File: config.mk
export PLATFORM = sky130hd
export DESIGN_NAME = rca_wb_buffer_flat
export DESIGN_NICKNAME = d
export VERILOG_FILES = /design/src/rtl/rca_wb_buffer_if.sv /design/src/rtl/rca_wb_buffer.sv /design/src/flat_wrapper.sv
export SDC_FILE = /design/constraint.sdc
export NUM_CORES = 1
export LEC_CHECK = 0
export BUFFER_PORTS_ARGS = -buffer_cell sky130_fd_sc_hd__buf_2
export CORE_MARGIN = 1
export CORE_UTILIZATION = 53
export CTS_BUF_LIST = sky130_fd_sc_hd__clkbuf_4 sky130_fd_sc_hd__clkbuf_8
export DETAILED_ROUTE_END_ITERATION = 7
export PLACE_DENSITY_LB_ADDON = 0.12
export SLEW_MARGIN = 0
export SYNTH_ARGS = -nofsm -noshare
export SYNTH_HDL_FRONTEND = slang
export SYNTH_SLANG_ARGS = --single-unit
File: constraint.sdc
create_clock -name clk -period 2.5 [get_ports clk]
set_clock_uncertainty 0.2 [all_clocks]
set_input_delay 0.125 -clock clk [delete_from_list [all_inputs] [get_ports clk]]
set_output_delay 0.125 -clock clk [all_outputs]
set_load 0.02 [all_outputs]
File: src/rtl/rca_wb_buffer_if.sv
// Handshake bundle between the custom unit, the writeback buffer and writeback.
// The slave modport is the buffer side and the master modport is the producer/consumer side.
interface rca_wb_buffer_if #(
  parameter int XLEN  = 32,
  parameter int ID_W  = 3,
  parameter int DEPTH = 4
);
  localparam int CW = $clog2(DEPTH) + 1;

  logic            in_valid;
  logic [ID_W-1:0] in_id;
  logic [XLEN-1:0] in_rd;
  logic            in_ready;
  logic            wb_done;
  logic [ID_W-1:0] wb_id;
  logic [XLEN-1:0] wb_rd;
  logic            wb_ack;
  logic [CW-1:0]   count;
  logic            overflow;

  modport slave (
    input  in_valid, in_id, in_rd, wb_ack,
    output in_ready, wb_done, wb_id, wb_rd, count, overflow
  );

  modport master (
    output in_valid, in_id, in_rd, wb_ack,
    input  in_ready, wb_done, wb_id, wb_rd, count, overflow
  );
endinterface

File: src/rtl/rca_wb_buffer.sv
// In-order result FIFO toward writeback: one cycle from push to wb_done, or zero cycles when RCA_WB_BYPASS_EN is defined.
// When full, in_ready drops and any result still presented is discarded and recorded in sticky overflow.
module rca_wb_buffer #(
  parameter int XLEN  = 32,
  parameter int ID_W  = 3,
  parameter int DEPTH = 4
) (
  input logic            clk,
  input logic            rst,
  rca_wb_buffer_if.slave bus
);
  localparam int AW = $clog2(DEPTH);
  localparam int CW = AW + 1;
  localparam int EW = ID_W + XLEN;
  localparam logic [CW-1:0] FULL = CW'(DEPTH);

  logic [EW-1:0] r_mem [DEPTH];
  logic [AW-1:0] r_head;
  logic [AW-1:0] r_tail;
  logic [CW-1:0] r_count;
  logic          r_overflow;

  logic          w_full;
  logic          w_held;
  logic          w_push;
  logic          w_pop;
  logic [EW-1:0] w_head_ent;

  assign w_full     = (r_count == FULL);
  assign w_held     = (r_count != '0);
  assign w_head_ent = r_mem[r_head];
  assign w_pop      = w_held && bus.wb_ack;

`ifdef RCA_WB_BYPASS_EN
  logic w_bypass;

  // An empty buffer forwards the incoming result; if it is taken right away it never gets stored.
  assign w_bypass = !w_held && bus.in_valid;
  assign w_push   = bus.in_valid && !w_full && !(w_bypass && bus.wb_ack);

  assign bus.wb_done = w_held || w_bypass;
  assign {bus.wb_id, bus.wb_rd} = w_held   ? w_head_ent :
                                  w_bypass ? {bus.in_id, bus.in_rd} : '0;
`else
  assign w_push = bus.in_valid && !w_full;

  assign bus.wb_done = w_held;
  assign {bus.wb_id, bus.wb_rd} = w_held ? w_head_ent : '0;
`endif

  assign bus.in_ready = !w_full;
  assign bus.count    = r_count;
  assign bus.overflow = r_overflow;

  always_ff @(posedge clk or posedge rst) begin
    if (rst) begin
      r_head     <= '0;
      r_tail     <= '0;
      r_count    <= '0;
      r_overflow <= 1'b0;
    end else begin
      if (w_push) r_tail <= r_tail + AW'(1);
      if (w_pop)  r_head <= r_head + AW'(1);
      case ({w_push, w_pop})
        2'b10:   r_count <= r_count + CW'(1);
        2'b01:   r_count <= r_count - CW'(1);
        default: r_count <= r_count;
      endcase
      if (bus.in_valid && w_full) r_overflow <= 1'b1;
    end
  end

  // Storage keeps its contents across reset; the cleared pointers make stale entries unreachable.
  always_ff @(posedge clk) begin
    if (w_push) r_mem[r_tail] <= {bus.in_id, bus.in_rd};
  end
endmodule

File: src/flat_wrapper.sv
// flat-port wrapper written by rule: the top's interface ports become plain ports
module rca_wb_buffer_flat 
#(
  parameter int XLEN  = 32,
  parameter int ID_W  = 3,
  parameter int DEPTH = 4
)
  (clk, rst, bus_in_valid, bus_in_id, bus_in_rd, bus_wb_ack, bus_in_ready, bus_wb_done, bus_wb_id, bus_wb_rd, bus_count, bus_overflow);
  rca_wb_buffer_if #(.XLEN(XLEN), .ID_W(ID_W), .DEPTH(DEPTH)) bus_i ();
  input logic clk;
  input logic rst;
  input wire logic [$bits(bus_i.in_valid)-1:0] bus_in_valid;
  input wire logic [$bits(bus_i.in_id)-1:0] bus_in_id;
  input wire logic [$bits(bus_i.in_rd)-1:0] bus_in_rd;
  input wire logic [$bits(bus_i.wb_ack)-1:0] bus_wb_ack;
  output wire logic [$bits(bus_i.in_ready)-1:0] bus_in_ready;
  output wire logic [$bits(bus_i.wb_done)-1:0] bus_wb_done;
  output wire logic [$bits(bus_i.wb_id)-1:0] bus_wb_id;
  output wire logic [$bits(bus_i.wb_rd)-1:0] bus_wb_rd;
  output wire logic [$bits(bus_i.count)-1:0] bus_count;
  output wire logic [$bits(bus_i.overflow)-1:0] bus_overflow;
  assign bus_i.in_valid = bus_in_valid;
  assign bus_i.in_id = bus_in_id;
  assign bus_i.in_rd = bus_in_rd;
  assign bus_i.wb_ack = bus_wb_ack;
  assign bus_in_ready = bus_i.in_ready;
  assign bus_wb_done = bus_i.wb_done;
  assign bus_wb_id = bus_i.wb_id;
  assign bus_wb_rd = bus_i.wb_rd;
  assign bus_count = bus_i.count;
  assign bus_overflow = bus_i.overflow;
  rca_wb_buffer #(.XLEN(XLEN), .ID_W(ID_W), .DEPTH(DEPTH)) u_core (.clk(clk), .rst(rst), .bus(bus_i));
endmodule
==> flow_summary.yaml, run 1 <==
pwr:
  peakVddDrop_v: 0.0008067
  cellInternalPower_uw: 6163
  combPwrFrac_pct: 37.3
  power_density_mw_per_mm2: 1215
  p_clk_share_pct: 23.4
  cellLeakagePower_uw: 0.002708
  p_sw_uw: 2804
  switching_share_pct: 31.27
  p_seq_share_pct: 39.3
critical_path:
  endpoint_kind: "output port"
  path_cells: "buf_4 -> mux4_2 -> and2_1 -> buf_2"
  required_ns: 2.17
  crit_path_max_incr_delay_ns: 0.55
  crit_slowest_cell: "dfrtp_4"
  criticalPathCategory: "flip-flop to output port"
  startpoint_type: "flip-flop"
  cp.arrival_ns: 2.04
  critPathMaxFanout: 13
  ff2ff_setup_slack_ns: 0.23
layout:
  final_util_pct: 70.55
  regArea_mm2: 0.004409
  multi_input_area_mm2: 0.001262
  instances_no_fill: 561
  layout_commonest_cell: "edfxtp_1"
  final_cell_mix: "140 x edfxtp_1, 79 x buf_2, 39 x dlygate4sd3_1"
  layout-drive-gt1-share_pct: 40.00
  antenna_cells: 0
  fin_nets: 457
  n_fill_cell: 685
  area_growth_pct: 27.27
drt:
  viasPerCell: 5.242
  drt-total-wl_um: 9959
  avgRoutedWirePerCell_um: 17.75
  ant_nets: 0
  route.detailed.drc: 0
  drt_iter0_drc: 116
  drt_first_pass_iters: 4
  vias: 2941
synthesis:
  synth_seq_cells: 148
  synth.avg_cell_area_um2: 22.05
  yosysWarningCount: 0
  netlist_instances: 263
  synth.lib_cells_used.distinct: 22
  syn_area_mm2: 0.005799
  seq_area_frac_synth_pct: 75.94
  synth_fp_nets: 308
die:
  initial_core_util_pct: 55.43
  core_area_mm2: 0.01046
  ios: 80
  fp-row-count: 37
  die_x_um: 106.6
  die_h_um: 106.6
  dieArea_mm2: 0.01136
sta:
  hold-worst-slack_ns: 0.2356
  setup_viol: 0
  tns_ns: 0
  finalHoldViolCount: 0
  period_share_pct: 94.41
  rsz0062_at_grt: "no"
  worstMarginPinSlew_ns: 0.3914
  slew_headroom_pct: 73.90
  drv_slew: 0
  fin_crit_ns: 2.360
  fmax_mhz: 423.7
clock_tree:
  insertion_delay_ns: 0.43
  clockBufferDepth: 2
  h-tree-depth: 4
  cts_buffers: 17
  clk_pin_slew_worst_paths_ns: 0.07
  cts_tree: "done"
  cts_sinks: 148
  cts-root-buf: "clkbuf_8"
global_route:
  grt_max_degree: 38
  grt_usage_pct: 19.02
  antenna_found_initial: 0
  overflow: 0
  grt_pass1_vias: 3044
  grt_pass1_wl_um: 15450
placement:
  gp_congestion: 0.6983
  portBuffers: 79
  hpwl_um: 6018
  dp.cells: 481
job:
  drv_cap: 0
outcome:
  outcome: "finished, final reports clean"
hold_path:
  hold_path_class: "input pin to flip-flop"
state kept, by name (all words and copies together) (netlist names):
name and flops:
u_core.r_mem 140, u_core.bus.count 3, u_core.r_tail 2, u_core.r_head 2, u_core.bus.overflow 1
Yosys cell counts:
cell	number	area, um2
dfrtp_1	8	200.2
buf_6	1	11.26
nor2b_1	1	6.260
buf_12	3	60.06
nand3_1	1	5.000
or3_1	1	6.260
mux2_2	1	11.26
fa_1	1	20.02
nor3b_1	1	7.510
mux4_2	28	630.6
buf_2	5	25.02
ha_1	5	62.56
edfxtp_1	140	4204
mux4_1	7	183.9
and2_1	40	250.2
inv_1	8	30.03
xnor2_1	3	26.28
xor2_1	3	26.28
clkbuf_1	3	11.26
mux2i_1	1	10.01
a21o_1	1	7.510
nor2_1	1	3.750
routing by layer:
metal  vias to the layer above  part of all wire [%]  track usage [%]
li1                       1352                     -                -
met1                      1519                    41            22.90
met2                        62                    54            32.63
met3                         8                   4.2            6.261
met4                         0                   1.2            5.969
met5                         -                     0                0
final cells by class:
cell class / instances / share of cell area [%]
clock inverters: 10 / 2.407
well taps: 136 / 2.305
inverters: 8 / 0.4068
repair buffers: 142 / 14.10
clock buffers: 22 / 3.933
multi-input cells: 95 / 17.10
flip-flops and latches: 148 / 59.74
power by group through the flow:
stage / Combinational (uW) / Clock, uW / Sequential [uW]
2_1_floorplan: 2300 / 0 / 3490
3_3_place_gp: 3200 / 0 / 3560
3_5_place_dp: 3220 / 0 / 3600
4_1_cts: 3280 / 2140 / 3550
5_1_grt: 3610 / 2240 / 3570
6_report: 3350 / 2100 / 3520
what timing repair did:
action / CTS / global route
cloned: 0 / 0
endpoints found under the hold margin: 152 / 0
buffers inserted: 0 / 9
resized for setup: 1 / 0
endpoints found under the setup margin: 22 / 10
hold buffers: 39 / 0
worst max-delay path, delay by kind of cell (launching register included):
family	cells	cell delay, ns
and+or+nand+nor	1	0.17
muxes	1	0.50
DFF	1	0.55
buffers and inverters	2	0.37
final timing paths:
check                                 endpoint                start  cells after the start
min in group asynchronous  u_core.bus.count[0]                  rst                      4
setup / recovery                 bus_wb_rd[18]     u_core.r_head[0]                      4
setup reg to reg           u_core.bus.count[2]  u_core.bus.count[0]                      9
max in group asynchronous     u_core.r_head[0]                  rst                      4
hold reg to reg            u_core.bus.overflow  u_core.bus.overflow                      1
hold / removal             u_core.r_mem[2][32]         bus_in_id[0]                      2
kinds of logic after synthesis:
family,Yosys count,share of synthesized area [%]
buffers and inverters,20,2.373
AO/OA/AOI/OAI,1,0.1295
AND/OR/NAND/NOR,45,4.811
adder cells (fa/ha/maj),6,1.424
XOR/XNOR,6,0.9063
multiplexers,37,14.41
flip-flops,148,75.94
through the flow:
step | power (uW) | worst slack (ns) | instance area [um2]
after floorplan | 5790 | 0.02474 | 5799
after global placement | 6760 | 0.3333 | 6452
after detailed placement | 6820 | 0.2538 | 6452
after CTS | 8976 | 0.01007 | 7313
after global routing | 9413 | 0.01813 | 7381
final | 8967 | 0.1398 | 7381
Power figures use the tool's default switching activity.
==> run 2: changes to the inputs <==
--- a/config.mk
+++ b/config.mk
@@ -10,7 +10,7 @@
 export CORE_UTILIZATION = 53
 export CTS_BUF_LIST = sky130_fd_sc_hd__clkbuf_4 sky130_fd_sc_hd__clkbuf_8
 export DETAILED_ROUTE_END_ITERATION = 7
-export PLACE_DENSITY_LB_ADDON = 0.12
+export PLACE_DENSITY = 0.77
 export SLEW_MARGIN = 0
 export SYNTH_ARGS = -nofsm -noshare
 export SYNTH_HDL_FRONTEND = slang
==> flow_summary.yaml, run 2 (synthesis results as in run 1) <==
critical_path:
  endpoint_kind: "output port"
  ff2ff_setup_slack_ns: 0.23
  crit_path_max_incr_delay_ns: 0.51
  crit_slowest_cell: "mux4_2"
  critPathLaunch: "u_core.r_head[0]"
  startpoint_type: "flip-flop"
  criticalPathCategory: "flip-flop to output port"
  cp.arrival_ns: 1.97
  critPathMaxFanout: 7
  reg2reg_from: "u_core.bus.count[0]"
  path_cells: "buf_4 -> mux4_2 -> and2_1 -> buf_2"
  rr_worst_depth: 9
  required_ns: 2.17
pwr:
  power_density_mw_per_mm2: 1210
  peakVddDrop_v: 0.0009236
  cellLeakagePower_uw: 0.002655
global_route:
  grtUsageMet1_pct: 23.18
  overflow: 0
  top_usage_layer: "met2"
  grt_use_met3_pct: 5.653
  grt_usage_pct: 19.58
  grt_util_met2_pct: 34.06
  grt_pass1_vias: 3082
  grt_pass1_wl_um: 15880
  antenna_found_initial: 0
  grt_max_degree: 38
die:
  die_x_um: 106.6
  core_area_mm2: 0.01046
  dieArea_mm2: 0.01136
  die_h_um: 106.6
  ios: 80
  initial_core_util_pct: 55.43
  fp-row-count: 37
drt:
  drt_iter0_drc: 178
  viasPerCell: 5.302
  avgRoutedWirePerCell_um: 18.31
  drt-total-wl_um: 10130
  route.detailed.drc: 0
  ant_nets: 0
  vias: 2932
  drt_first_pass_iters: 4
clock_tree:
  clockBufferDepth: 2
  cts_buffers: 17
  cts-root-buf: "clkbuf_8"
  cts_sinks: 148
  cts_tree: "done"
  insertion_delay_ns: 0.43
  clk_pin_slew_worst_paths_ns: 0.07
  h-tree-depth: 4
sta:
  setup_viol: 0
  drv_slew: 0
  fmax_mhz: 436.5
  fin_crit_ns: 2.291
  finalHoldViolCount: 0
  worstMarginPinSlew_ns: 0.4675
  tns_ns: 0
  period_share_pct: 91.65
  slew_headroom_pct: 68.77
  rsz0062_at_grt: "no"
layout:
  final_cell_mix: "140 x edfxtp_1, 79 x buf_2, 39 x dlygate4sd3_1"
  fin_nets: 449
  n_fill_cell: 702
  layout-drive-gt1-share_pct: 39.09
  layout_commonest_cell: "edfxtp_1"
  antenna_cells: 0
  final_util_pct: 69.67
  final_area_mm2: 0.007289
  largest_reg_flops: 140
  area_growth_pct: 25.70
  largest_register: "u_core.r_mem"
hold_path:
  holdPathStages: 3
  hold_start: "bus_in_valid"
  hold_path_class: "input pin to flip-flop"
placement:
  hpwl_um: 6151
  gp_congestion: 0.7609
  portBuffers: 79
  dpl_cell_area_mm2: 0.006407
outcome:
  outcome: "finished, final reports clean"
job:
  drv_cap: 0
==> run 2: critical path: cells and delay by family, from the launching register on <==
family                 cells  cell delay (ns)
muxes                      1             0.51
and+or+nand+nor            1             0.17
buffers and inverters      2             0.37
DFF                        1             0.48
==> run 2: worst paths after layout <==
| kind | end |
|---|---|
| hold / removal | u_core.bus.overflow |
| setup reg to reg | u_core.bus.count[2] |
| max in group asynchronous | u_core.r_head[0] |
| hold reg to reg | u_core.bus.overflow |
| min in group asynchronous | u_core.bus.count[2] |
| setup / recovery | bus_wb_rd[5] |
==> run 2: metal layers <==
layer / share of wire [%] / routed length, um
met1: 40 / 4040
met2: 54 / 5488
met3: 4.9 / 495
met4: 1.0 / 103
met5: 0 / 0
==> run 2: repair_timing <==
item / 4_1_cts / 5_1_grt
buffers inserted: 0 / 2
hold endpoints to repair: 152 / 0
hold buffers: 39 / 0
resized for setup: 1 / 1
endpoints found under the setup margin: 21 / 14
==> run 2: where the power goes <==
| group | switching (uW) | total [uW] | internal [uW] | leakage [uW] |
|---|---|---|---|---|
| Combinational | 1770 | 3250 | 1480 | 0.00105 |
| Sequential | 216 | 3510 | 3290 | 0.00137 |
| Clock | 810 | 2070 | 1260 | 0.000235 |
| Total | 2800 | 8820 | 6030 | 0.00266 |
==> run 2: final cells by class <==
cell class / count / area (um2) / area share (%)
sequential: 148 / 4409 / 60.49
multi-input combinational: 95 / 1267 / 17.39
timing repair buffer: 134 / 943.4 / 12.94
clock buffer: 24 / 324.1 / 4.446
tap: 136 / 170.2 / 2.334
clock inverter: 8 / 145.1 / 1.991
inverter: 8 / 30.03 / 0.4119
==> run 2: per-stage QoR <==
stage | setup WS (ns) | total power (uW) | hold slack, ns | instances
2_1_floorplan | 0.02474 | 5790 | -0.2593 | 263
3_3_place_gp | 0.2262 | 6689 | -0.1199 | 480
3_5_place_dp | 0.1014 | 6781 | -0.1084 | 480
4_1_cts | 0.02668 | 8890 | 0.2101 | 551
5_1_grt | 0.06931 | 9264 | 0.2273 | 553
6_report | 0.2089 | 8823 | 0.2352 | 553
